[config.mk]
export PLATFORM = sky130hd
export DESIGN_NAME = mul_ctrl
export DESIGN_NICKNAME = d
export VERILOG_FILES = /design/src/rtl/mul_ctrl_pkg.sv /design/src/rtl/mul_ctrl.sv
export SDC_FILE = /design/constraint.sdc
export NUM_CORES = 1
export LEC_CHECK = 0
export CORE_AREA = 8 8 45 47
export CTS_BUF_LIST = sky130_fd_sc_hd__clkbuf_8
export DETAILED_ROUTE_END_ITERATION = 12
export DIE_AREA = 0 0 53 55
export SYNTH_ARGS = -nofsm -noshare
export SYNTH_HDL_FRONTEND = slang
export SYNTH_SLANG_ARGS = --single-unit
[constraint.sdc]
create_clock -name clk -period 1.9 [get_ports clk]
set_input_delay 0.38 -clock clk [delete_from_list [all_inputs] [get_ports clk]]
set_output_delay 0.38 -clock clk [all_outputs]
set_load 0.01 [all_outputs]
[src/rtl/mul_ctrl_pkg.sv]
// Shared types for the repeated-addition multiplier slice.
// FSM state encoding and the datapath width used by B counter and P.
package mul_pkg;

  // Width shared by the B down-counter and the P accumulator
  localparam int unsigned MUL_DW = 16;

  typedef enum logic [2:0] {
    S_IDLE  = 3'd0,
    S_LOAD  = 3'd1,
    S_CHECK = 3'd2,
    S_ACC   = 3'd3,
    S_DONE  = 3'd4
  } mul_state_t;

  function automatic logic is_busy(
    input mul_state_t s
  );
    return (s == S_LOAD) ||
           (s == S_CHECK) ||
           (s == S_ACC);
  endfunction

endpackage

[src/rtl/mul_ctrl.sv]
// Control FSM for the repeated-addition multiplier (P = A * B).
// Drives A/B/P strobes from a registered Moore decode of the state.
//
// Ports:
//   clk, rst_n  : clock, async active-low reset
//   start       : request a multiply (sampled in IDLE and DONE)
//   abort       : synchronous abort back to IDLE
//   b_is_zero   : B counter == 0, from the datapath
//   ld_a, ld_b, clr_p : operand load / accumulator clear (LOAD)
//   ld_p, dec_b : accumulate and count down (ACC)
//   busy        : LOAD, CHECK or ACC
//   done        : one-cycle completion pulse
//   err         : watchdog error flag
//
// Build option MUL_CTRL_WDOG_EN adds an ACC-visit watchdog; without it
// err is tied low and the port list is unchanged.
module mul_ctrl
  import mul_pkg::*;
#(
  parameter int unsigned       ITER_W   = 16,
  parameter logic [ITER_W-1:0] MAX_ITER = 16'hFFFF
) (
  input  logic clk,
  input  logic rst_n,
  input  logic start,
  input  logic abort,
  input  logic b_is_zero,
  output logic ld_a,
  output logic ld_b,
  output logic clr_p,
  output logic ld_p,
  output logic dec_b,
  output logic busy,
  output logic done,
  output logic err
);

  mul_state_t r_state;
  mul_state_t w_next;

  logic w_abort;
  logic w_hit;
  logic w_trip;

  logic r_ld_a;
  logic r_ld_b;
  logic r_clr_p;
  logic r_ld_p;
  logic r_dec_b;
  logic r_busy;
  logic r_done;

  // abort has no effect while already idle
  assign w_abort = abort && (r_state != S_IDLE);

`ifdef MUL_CTRL_WDOG_EN
  logic [ITER_W-1:0] r_iter;
  logic              r_err;

  assign w_hit = (r_iter == MAX_ITER);
`else
  assign w_hit = 1'b0;
`endif

  always_comb begin
    w_next = r_state;
    w_trip = 1'b0;
    unique case (r_state)
      S_IDLE: begin
        if (start)
          w_next = S_LOAD;
      end
      S_LOAD: begin
        w_next = S_CHECK;
      end
      S_CHECK: begin
        if (b_is_zero) begin
          w_next = S_DONE;
        end else if (w_hit) begin
          w_next = S_DONE;
          w_trip = 1'b1;
        end else begin
          w_next = S_ACC;
        end
      end
      S_ACC: begin
        w_next = S_CHECK;
      end
      S_DONE: begin
        w_next = start ? S_LOAD : S_IDLE;
      end
      default: begin
        w_next = S_IDLE;
      end
    endcase
    if (w_abort)
      w_next = S_IDLE;
  end

  // Outputs are registered from the next state, so each output
  // register always equals a decode of the state register.
  always_ff @(posedge clk or negedge rst_n) begin
    if (!rst_n) begin
      r_state <= S_IDLE;
      r_ld_a  <= 1'b0;
      r_ld_b  <= 1'b0;
      r_clr_p <= 1'b0;
      r_ld_p  <= 1'b0;
      r_dec_b <= 1'b0;
      r_busy  <= 1'b0;
      r_done  <= 1'b0;
    end else begin
      r_state <= w_next;
      r_ld_a  <= (w_next == S_LOAD);
      r_ld_b  <= (w_next == S_LOAD);
      r_clr_p <= (w_next == S_LOAD);
      r_ld_p  <= (w_next == S_ACC);
      r_dec_b <= (w_next == S_ACC);
      r_busy  <= is_busy(w_next);
      r_done  <= (w_next == S_DONE);
    end
  end

`ifdef MUL_CTRL_WDOG_EN
  // Counts ACC visits of the current operation.
  always_ff @(posedge clk or negedge rst_n) begin
    if (!rst_n) begin
      r_iter <= '0;
    end else if (r_state == S_LOAD) begin
      r_iter <= '0;
    end else if (r_state == S_ACC) begin
      r_iter <= r_iter + 1'b1;
    end
  end

  // Set together with the DONE entry it causes; held until the
  // next operation starts or the run is aborted.
  always_ff @(posedge clk or negedge rst_n) begin
    if (!rst_n) begin
      r_err <= 1'b0;
    end else if (w_abort) begin
      r_err <= 1'b0;
    end else if (w_next == S_LOAD) begin
      r_err <= 1'b0;
    end else if (w_trip) begin
      r_err <= 1'b1;
    end
  end

  assign err = r_err;
`else
  assign err = 1'b0;
`endif

  assign ld_a  = r_ld_a;
  assign ld_b  = r_ld_b;
  assign clr_p = r_clr_p;
  assign ld_p  = r_ld_p;
  assign dec_b = r_dec_b;
  assign busy  = r_busy;
  assign done  = r_done;

endmodule

=== Word level (Yosys, flattened, before mapping) ===
Cells that the tools add are included.

* Equality and inequality tests: 8
* Mux-type cells: 5
* Reductions and logical operators: 6

{| class="wikitable"
|+ Operators with widths
! operator !! number
|-
| $eq A3 B2 Y1 const B || 4
|-
| $pmux W3 S4 || 1
|-
| $mux W3 || 3
|-
| $eq A3 B1 Y1 const B || 2
|-
| $eq A3 B3 Y1 const B || 2
|-
| $logic_not A3 Y1 || 1
|-
| $reduce_bool A3 Y1 || 1
|-
| $logic_or A1 B1 Y1 || 2
|-
| $reduce_or A2 Y1 || 1
|-
| $logic_and A1 B1 Y1 || 1
|-
| $mux W1 || 1
|}

* Bits in registers: 7
* Output and inout bits: 8

=== Longest topological paths before layout ===
Gate-level depths: netlist of the first run.

* Word-level depth: 7
* Depth in mapped cells: 3

=== Worst setup path before layout of the first run ===
OpenSTA, ideal clock, no wires.

* Kind: register -> output
* Start point: register, netlist name clr_p
* End point: output ld_a
* Data arrival time: 0.553 ns
* Path slack: 0.967 ns
* Cell stages (with the launch flop): 2
* Cells stage by stage: dfrtp_1 -> buf_4

{| class="wikitable"
|+ RTL lines
! item !! RTL line !! RTL
|-
| end, declared || mul_ctrl.sv:28 || <nowiki>output logic ld_a,</nowiki>
|}

=== Final worst setup path of the first run ===
* Start point: register r_clr_p (netlist: clr_p)
* End point: output clr_p

{| class="wikitable"
|+ RTL lines
! item !! RTL line !! RTL
|-
| start, declared || mul_ctrl.sv:47 || <nowiki>logic r_clr_p;</nowiki>
|-
| start signal, assigned || mul_ctrl.sv:116 || <nowiki>r_clr_p <= (w_next == S_LOAD);</nowiki>
|-
| end, declared || mul_ctrl.sv:30 || <nowiki>output logic clr_p,</nowiki>
|}

No word-level cell between the ends.

==> results.json, run 1 <==
{
  "die_w_um": 53,
  "switching_share": 0.216,
  "nNetsFinal": 42,
  "drv_cap": 0,
  "grt_first_pass_wirelength_um": 779,
  "skew_ps": 0.947,
  "dp_slack_ps": 453,
  "drt_pass1_iterations": 3,
  "switching_power_mw": 0.0940,
  "synth_nets": 30,
  "outcome": "finished, final reports clean",
  "cts.clk_slew.worst_paths_ps": 40,
  "setup_viol": 0,
  "core_area_um2": 1380,
  "path_buf_inv": 1,
  "pwr-share-clk": 0.453,
  "slew_viol_final": 0,
  "stdcell_area_um2": 429,
  "fillerInstances": 149,
  "io_pins": 13,
  "rsz0062_at_grt": "no",
  "p_int_mw": 0.341,
  "dr.first_iter.drc_count": 7,
  "multiInputGateArea_um2": 78.8,
  "max_stage_delay_ps": 540,
  "combPwrFrac": 0.149,
  "worst_path_dominant_cell_family": "buffers and inverters",
  "cts_tree": "built",
  "worst_path_max_delay_cell": "clkdlybuf4s50_1",
  "start_util": 0.205,
  "post-route-period-util": 0.784,
  "cp-start-kind": "register",
  "routedWlPerCell_um": 9.77,
  "drtAntennaViolNets": 0,
  "critPathMaxFanout": 3,
  "max_freq_ghz": 0.672,
  "grt-ovfl-total": 0,
  "regArea_um2": 175,
  "powerDensity_nw_per_um2": 1010,
  "die_y_um": 55,
  "synth-seq-cells": 7,
  "yosysWarnings": 0,
  "post_dp_cell_area_um2": 384,
  "finalHoldViolCount": 0,
  "rows": 14,
  "fin_cells": 52,
  "grt_pass1_vias": 182,
  "yosysSeqAreaShare": 0.617,
  "antenna_found_initial": 0,
  "fp.dieArea_um2": 2920,
  "synth_area_leader_cell": "dfrtp_1",
  "ys_types": 13,
  "path_class": "register to output pin",
  "antenna_cells": 0,
  "p_leak_nw": 0.185,
  "grt.total_usage": 0.0396,
  "hold_class": "primary input to async pin",
  "cp.required_ps": 1520,
  "vias": 196,
  "crit_chain": "clkdlybuf4s50_1",
  "viasPerCell": 3.77,
  "ir_drop_v": 0.000502,
  "drive_gt1_frac": 0.111,
  "dp.cells": 48,
  "cp.arrival_ps": 1110,
  "routed_wl_um": 508,
  "syn_inst": 25,
  "clock_latency_ps": 220,
  "synth_area_leaders": "dfrtp_1, buf_4, nor3b_1",
  "areaGrowthSynthToFinish_pct": 51.1,
  "endpoint_kind": "output pin",
  "syn_area_um2": 284,
  "io_buffers": 11,
  "h-tree-depth": 1,
  "drc": 0,
  "min_period_ps": 1490,
  "syn_avg_cell_area_um2": 11.4,
  "cts_hold_buf": 0,
  "netlist.area_leader.share": 0.617,
  "gp_congestion": 0.770,
  "ctsResizeCount": 0,
  "final.setup.tns_ps": 0,
  "fin_util": 0.310,
  "cts.sinks": 7,
  "cts_buffer_depth": 2,
  "setup_ws_ps": 411,
  "grt_max_degree": 8,
  "power_frac_seq": 0.398,
  "hpwl_um": 411,
  "numCtsBuffers": 3,
  "cts_setup_buffers": 0,
  "cts-root-buf": "clkbuf_8"
}
[worst paths after layout]
kind / end / cells after the start / from / slack, ps
setup / recovery: clr_p / 1 / clr_p$_DFF_PN0_ / 410
hold / removal: r_state[0]$_DFF_PN0_ / 1 / rst_n / 420
setup reg to reg: busy$_DFF_PN0_ / 3 / r_state[1]$_DFF_PN0_ / 920
hold reg to reg: r_state[0]$_DFF_PN0_ / 1 / r_state[0]$_DFF_PN0_ / 550
max in group asynchronous: dec_b$_DFF_PN0_ / 1 / rst_n / 1240
min in group clk: r_state[0]$_DFF_PN0_ / 1 / r_state[0]$_DFF_PN0_ / 550
[kinds of logic after synthesis]
logic type	Yosys count	share of synthesized area
AO/OA/AOI/OAI	3	0.0705
buffers and inverters	4	0.106
flip-flops	7	0.617
other	1	0.0132
AND/OR/NAND/NOR	10	0.194
[metal layers]
metal  share of wire  GRT usage  wire length [µm]  vias up
li1                -          -                 -       98
met1            0.44     0.0496               226       84
met2            0.33     0.0430               169       14
met3            0.22     0.0401               112        0
met4               0     0.0129                 0        0
met5               0          0                 0        -
[registers in the layout, indices dropped and copies added, names as in the netlist]
signal,cells
done,1
dec_b,1
clr_p,1
busy,1
r_state,3
[through the flow]
| step | hold WS, ps | power [mW] |
|---|---|---|
| finish | 420 | 0.435 |
| global route | 450 | 0.463 |
| CTS | 419 | 0.444 |
| detailed placement | 536 | 0.241 |
| global placement | 531 | 0.240 |
| floorplan | 84.4 | 0.207 |
[final cells by class]
type	instances	share of cell area
flip-flops and latches	7	0.408
repair buffers	11	0.257
multi-input cells	14	0.184
clock buffers	3	0.0962
well taps	16	0.0466
clock inverters	1	0.00875
[layout by cell type, fill, tap and decap left out]
cell,count
nor3b_1,2
clkbuf_8,3
dfrtp_1,7
nor2_1,1
o21a_1,1
nand3b_1,1
inv_1,1
nor2b_1,1
a21oi_1,1
conb_1,1
o21bai_1,1
clkdlybuf4s50_1,11
nor2_2,1
nand2_1,3
nor3_1,1
[cells in the mapped netlist]
| library cell | n |
|---|---|
| nor2_1 | 1 |
| nor3b_1 | 2 |
| o21bai_1 | 1 |
| buf_4 | 4 |
| conb_1 | 1 |
| nor2b_1 | 1 |
| nor3_1 | 1 |
| nand3b_1 | 1 |
| nor2_2 | 1 |
| dfrtp_1 | 7 |
| o21a_1 | 1 |
| a21oi_1 | 1 |
| nand2_1 | 3 |
[power by group through the flow]
stage	clock (mW)	combinational (mW)	sequential, mW
after floorplan	0	0.0290	0.178
after global placement	0	0.0647	0.175
after detailed placement	0	0.0657	0.175
after CTS	0.205	0.0656	0.173
after global routing	0.217	0.0702	0.175
final	0.197	0.0647	0.173
(Power assumes the default switching activity.)
==> run 2: changes to the inputs <==
==> constraint.sdc (replaced) <==
create_clock -name clk -period 1.4 [get_ports clk]
set_input_delay 0.28 -clock clk [delete_from_list [all_inputs] [get_ports clk]]
set_output_delay 0.28 -clock clk [all_outputs]
set_load 0.01 [all_outputs]
==> results.json, run 2 (synthesis results as in run 1) <==
{
  "setup_ws_ps": 36.3,
  "p_int_mw": 0.458,
  "r2r_slack_ps": 420,
  "stdcell_area_um2": 435,
  "dp.cells": 48,
  "drtAntennaViolNets": 0,
  "core_area_um2": 1380,
  "endpoint_kind": "output pin",
  "rr_worst_depth": 3,
  "path_buf_inv": 1,
  "outcome": "finished, final reports clean",
  "combPwrFrac": 0.142,
  "grt_pass1_vias": 199,
  "crit_chain": "clkdlybuf4s50_1",
  "cts_tree": "built",
  "pwr-share-clk": 0.458,
  "dr.first_iter.drc_count": 5,
  "fp.dieArea_um2": 2920,
  "grt_max_degree": 8,
  "grt-ovfl-total": 0,
  "powerDensity_nw_per_um2": 1340,
  "p_leak_nw": 0.232,
  "h-tree-depth": 1,
  "io_pins": 13,
  "viasPerCell": 3.77,
  "r2r-start": "r_state[1]$_DFF_PN0_",
  "grt.total_usage": 0.0439,
  "clock_latency_ps": 220,
  "power_frac_seq": 0.401,
  "ir_drop_v": 0.000603,
  "die_y_um": 55,
  "setup_viol": 0,
  "critPathMaxFanout": 2,
  "drv_cap": 0,
  "use_met3": 0.0401,
  "routedWlPerCell_um": 10.2,
  "worst_path_dominant_cell_family": "buffers and inverters",
  "drc": 0,
  "grt_busiest_layer": "met1",
  "post_dp_cell_area_um2": 384,
  "antenna_cells": 0,
  "hold_class": "primary input to async pin",
  "hold_ws_ps": 309,
  "cts.clk_slew.worst_paths_ps": 40,
  "largest_reg_flops": 3,
  "grt_first_pass_wirelength_um": 869,
  "io_buffers": 11,
  "cp.required_ps": 1120,
  "cts_hold_buf": 0,
  "gp_congestion": 0.745,
  "dp_slack_ps": 80.6,
  "rsz0062_at_grt": "no",
  "cts.sinks": 7,
  "switching_power_mw": 0.127,
  "top_register": "r_state",
  "max_freq_ghz": 0.733,
  "path_class": "register to output pin",
  "switching_share": 0.217,
  "start_util": 0.205,
  "cts-root-buf": "clkbuf_8",
  "layout_common_cells": "dfrtp_1, clkdlybuf4s50_1, nand2_1, clkbuf_8, dlymetal6s2s_1",
  "die_w_um": 53,
  "cp-start-kind": "register",
  "max_stage_delay_ps": 530,
  "finalHoldViolCount": 0,
  "nNetsFinal": 42,
  "hpwl_um": 421,
  "routed_wl_um": 528,
  "antenna_found_initial": 0,
  "gr-usage-met1": 0.0538,
  "drive_gt1_frac": 0.111,
  "vias": 196,
  "fin_cells": 52,
  "min_period_ps": 1360,
  "rows": 14,
  "rr_endpoint": "busy$_DFF_PN0_",
  "grt_util_met2": 0.0469,
  "slew_viol_final": 0,
  "worst_path_max_delay_cell": "clkdlybuf4s50_1",
  "numCtsBuffers": 3,
  "skew_ps": 0.107,
  "post-route-period-util": 0.974,
  "cp.arrival_ps": 1080,
  "drt_pass1_iterations": 4,
  "areaGrowthSynthToFinish_pct": 53.3,
  "final.setup.tns_ps": 0,
  "cts_buffer_depth": 2
}
run 2: cell count changes in the layout (fill, tap and decap cells not counted):
cell / before / now
clkdlybuf4s50_1: 11 / 7
dlygate4sd2_1: 0 / 1
dlymetal6s2s_1: 0 / 3
run 2: what timing repair did:
action                                  in CTS  in global routing
gates resized for setup                      1                  3
endpoints found under the setup margin       3                  4
buffers inserted                             0                  0
run 2: metrics by stage:
step	total power [mW]	utilization
2_1_floorplan	0.281	-
3_3_place_gp	0.326	0.278
3_5_place_dp	0.326	0.278
4_1_cts	0.596	0.309
5_1_grt	0.621	0.315
6_report	0.585	0.315
run 2: worst max-delay path by stage:
| stage | start | end | slack [ps] | depth (start not counted) |
|---|---|---|---|---|
| after floorplan | r_state[1]$_DFF_PN0_ | busy$_DFF_PN0_ | 490 | 3 |
| after global placement | b_is_zero | busy$_DFF_PN0_ | 80 | 4 |
| after detailed placement | b_is_zero | busy$_DFF_PN0_ | 80 | 4 |
| after CTS | clr_p$_DFF_PN0_ | ld_a | 0.05 | 1 |
| after global routing | dec_b$_DFF_PN0_ | ld_p | 1 | 1 |
| final | dec_b$_DFF_PN0_ | ld_p | 40 | 1 |
run 2: layer usage:
layer,up-vias,part of all wire
li1,99,-
met1,82,0.49
met2,15,0.35
met3,0,0.16
met4,0,0
met5,-,0
run 2: power groups by stage:
stage	clock [mW]	sequential, mW	combinational (mW)
6_report	0.268	0.234	0.0829
5_1_grt	0.291	0.238	0.0921
4_1_cts	0.274	0.235	0.0861
3_5_place_dp	0	0.238	0.0884
3_3_place_gp	0	0.238	0.0879
2_1_floorplan	0	0.242	0.0393
run 2: cell type report:
class                   instances  area, µm²
repair buffers                 11        116
flip-flops and latches          7        175
fillers                       152        948
well taps                      16       20.0
clock buffers                   3       41.3
multi-input cells              14       78.8
clock inverters                 1       3.75
run 2: worst reg2reg max path: stages (launching register included):
cell      delay (ps)
dfrtp_1          370
nor2b_1          150
o21a_1           190
o21bai_1         150
==> run 3: changes to the inputs <==
--- a/config.mk
+++ b/config.mk
@@ -9,6 +9,7 @@
 export CTS_BUF_LIST = sky130_fd_sc_hd__clkbuf_8
 export DETAILED_ROUTE_END_ITERATION = 12
 export DIE_AREA = 0 0 53 55
+export PLACE_DENSITY = 0.45
 export SYNTH_ARGS = -nofsm -noshare
 export SYNTH_HDL_FRONTEND = slang
 export SYNTH_SLANG_ARGS = --single-unit
==> results.json, run 3 (synthesis results as in run 1) <==
{
  "worst_path_max_delay_cell": "clkdlybuf4s50_1",
  "viasPerCell": 3.94,
  "cp.required_ps": 1120,
  "hpwl_um": 487,
  "rows": 14,
  "outcome": "finished, final reports clean",
  "drt_pass1_iterations": 2,
  "final.setup.tns_ps": 0,
  "fin_util": 0.311,
  "min_period_ps": 1350,
  "cts-root-buf": "clkbuf_8",
  "power_mw": 0.590,
  "path_buf_inv": 1,
  "nNetsFinal": 42,
  "cts.clk_slew.worst_paths_ps": 40,
  "dr.first_iter.drc_count": 1,
  "io_buffers": 11,
  "max_stage_delay_ps": 530,
  "largest_reg_flops": 3,
  "io_pins": 13,
  "worst_path_dominant_cell_family": "buffers and inverters",
  "critPathMaxFanout": 1,
  "rsz0062_at_grt": "no",
  "powerDensity_nw_per_um2": 1370,
  "pwr-share-clk": 0.465,
  "start_util": 0.205,
  "areaGrowthSynthToFinish_pct": 51.5,
  "cp.arrival_ps": 1070,
  "stdcell_area_um2": 430,
  "antenna_found_initial": 0,
  "max_freq_ghz": 0.743,
  "switching_share": 0.229,
  "skew_ps": 1.98,
  "slew_viol_final": 0,
  "routedWlPerCell_um": 12.2,
  "layout_common_cells": "dfrtp_1, clkdlybuf4s50_1, nand2_1, clkbuf_8, dlygate4sd2_1",
  "gp_congestion": 0.733,
  "clock_latency_ps": 220,
  "grt_max_degree": 8,
  "fp.dieArea_um2": 2920,
  "cts_tree": "built",
  "combPwrFrac": 0.136,
  "power_frac_seq": 0.399,
  "h-tree-depth": 1,
  "cts.sinks": 7,
  "die_y_um": 55,
  "post-route-period-util": 0.962,
  "die_w_um": 53,
  "grt_first_pass_wirelength_um": 897,
  "p_int_mw": 0.455,
  "grt-ovfl-total": 0,
  "drv_cap": 0,
  "switching_power_mw": 0.135,
  "endpoint_kind": "output pin",
  "ir_drop_v": 0.000484,
  "vias": 205,
  "cp-start-kind": "register",
  "core_area_um2": 1380,
  "drive_gt1_frac": 0.111,
  "p_leak_nw": 0.230,
  "crit_chain": "clkdlybuf4s50_1",
  "hold_class": "primary input to async pin",
  "layout_commonest_cell": "dfrtp_1",
  "drc": 0,
  "grt.total_usage": 0.0489,
  "post_dp_cell_area_um2": 384,
  "antenna_cells": 0,
  "drtAntennaViolNets": 0,
  "path_class": "register to output pin",
  "cts_buffer_depth": 2,
  "top_register": "r_state",
  "finalHoldViolCount": 0,
  "routed_wl_um": 634,
  "setup_viol": 0,
  "numCtsBuffers": 3,
  "grt_pass1_vias": 210
}
run 3: cell types whose count changed in the layout (fill, tap and decap cells not counted):
| cell | before | now |
|---|---|---|
| dlygate4sd2_1 | 1 | 3 |
| clkdlybuf4s50_1 | 7 | 6 |
| dlymetal6s2s_1 | 3 | 2 |
run 3: what timing repair did:
action,CTS,global route
hold buffers,0,0
buffers inserted,0,0
setup endpoints to repair,3,2
gates resized for setup,3,2
run 3: metal layers:
layer  vias up  track usage  part of all wire
met4         0       0.0905             0.024
met2         9       0.0664              0.44
met1        95       0.0340              0.39
met3         2       0.0321              0.14
met5         -            0                 0
li1         99            -                 -
run 3: final cells by class:
type / instances / area (µm²)
Clock inverter: 1 / 3.75
Tap cell: 16 / 20.0
Fill cell: 136 / 953
Timing Repair Buffer: 11 / 111
Clock buffer: 3 / 41.3
Multi-Input combinational cell: 14 / 78.8
Sequential cell: 7 / 175
run 3: metrics by stage:
stage,std cells,hold WS (ps),worst slack (ps)
2_1_floorplan,25,-15.6,486
3_3_place_gp,48,533,91.4
3_5_place_dp,48,547,77.2
4_1_cts,52,328,7.08
5_1_grt,52,338,12.1
6_report,52,317,53.4
run 3: path summary, 6_finish.rpt:
kind / from / end / slack [ps] / depth (start not counted)
min in group clk: r_state[0]$_DFF_PN0_ / r_state[0]$_DFF_PN0_ / 550 / 1
worst max register to register: r_state[1]$_DFF_PN0_ / busy$_DFF_PN0_ / 400 / 3
max in group asynchronous: rst_n / clr_p$_DFF_PN0_ / 840 / 1
worst min-delay path: rst_n / dec_b$_DFF_PN0_ / 320 / 1
worst max-delay path: done$_DFF_PN0_ / done / 50 / 1
worst min register to register: r_state[0]$_DFF_PN0_ / r_state[0]$_DFF_PN0_ / 550 / 1
run 3: power by group through the flow:
stage / logic [mW] / registers (mW) / clock network, mW
detailed placement: 0.0902 / 0.239 / 0
CTS: 0.0827 / 0.235 / 0.284
floorplan: 0.0393 / 0.242 / 0
global route: 0.0867 / 0.238 / 0.294
global placement: 0.0894 / 0.237 / 0
finish: 0.0806 / 0.235 / 0.275
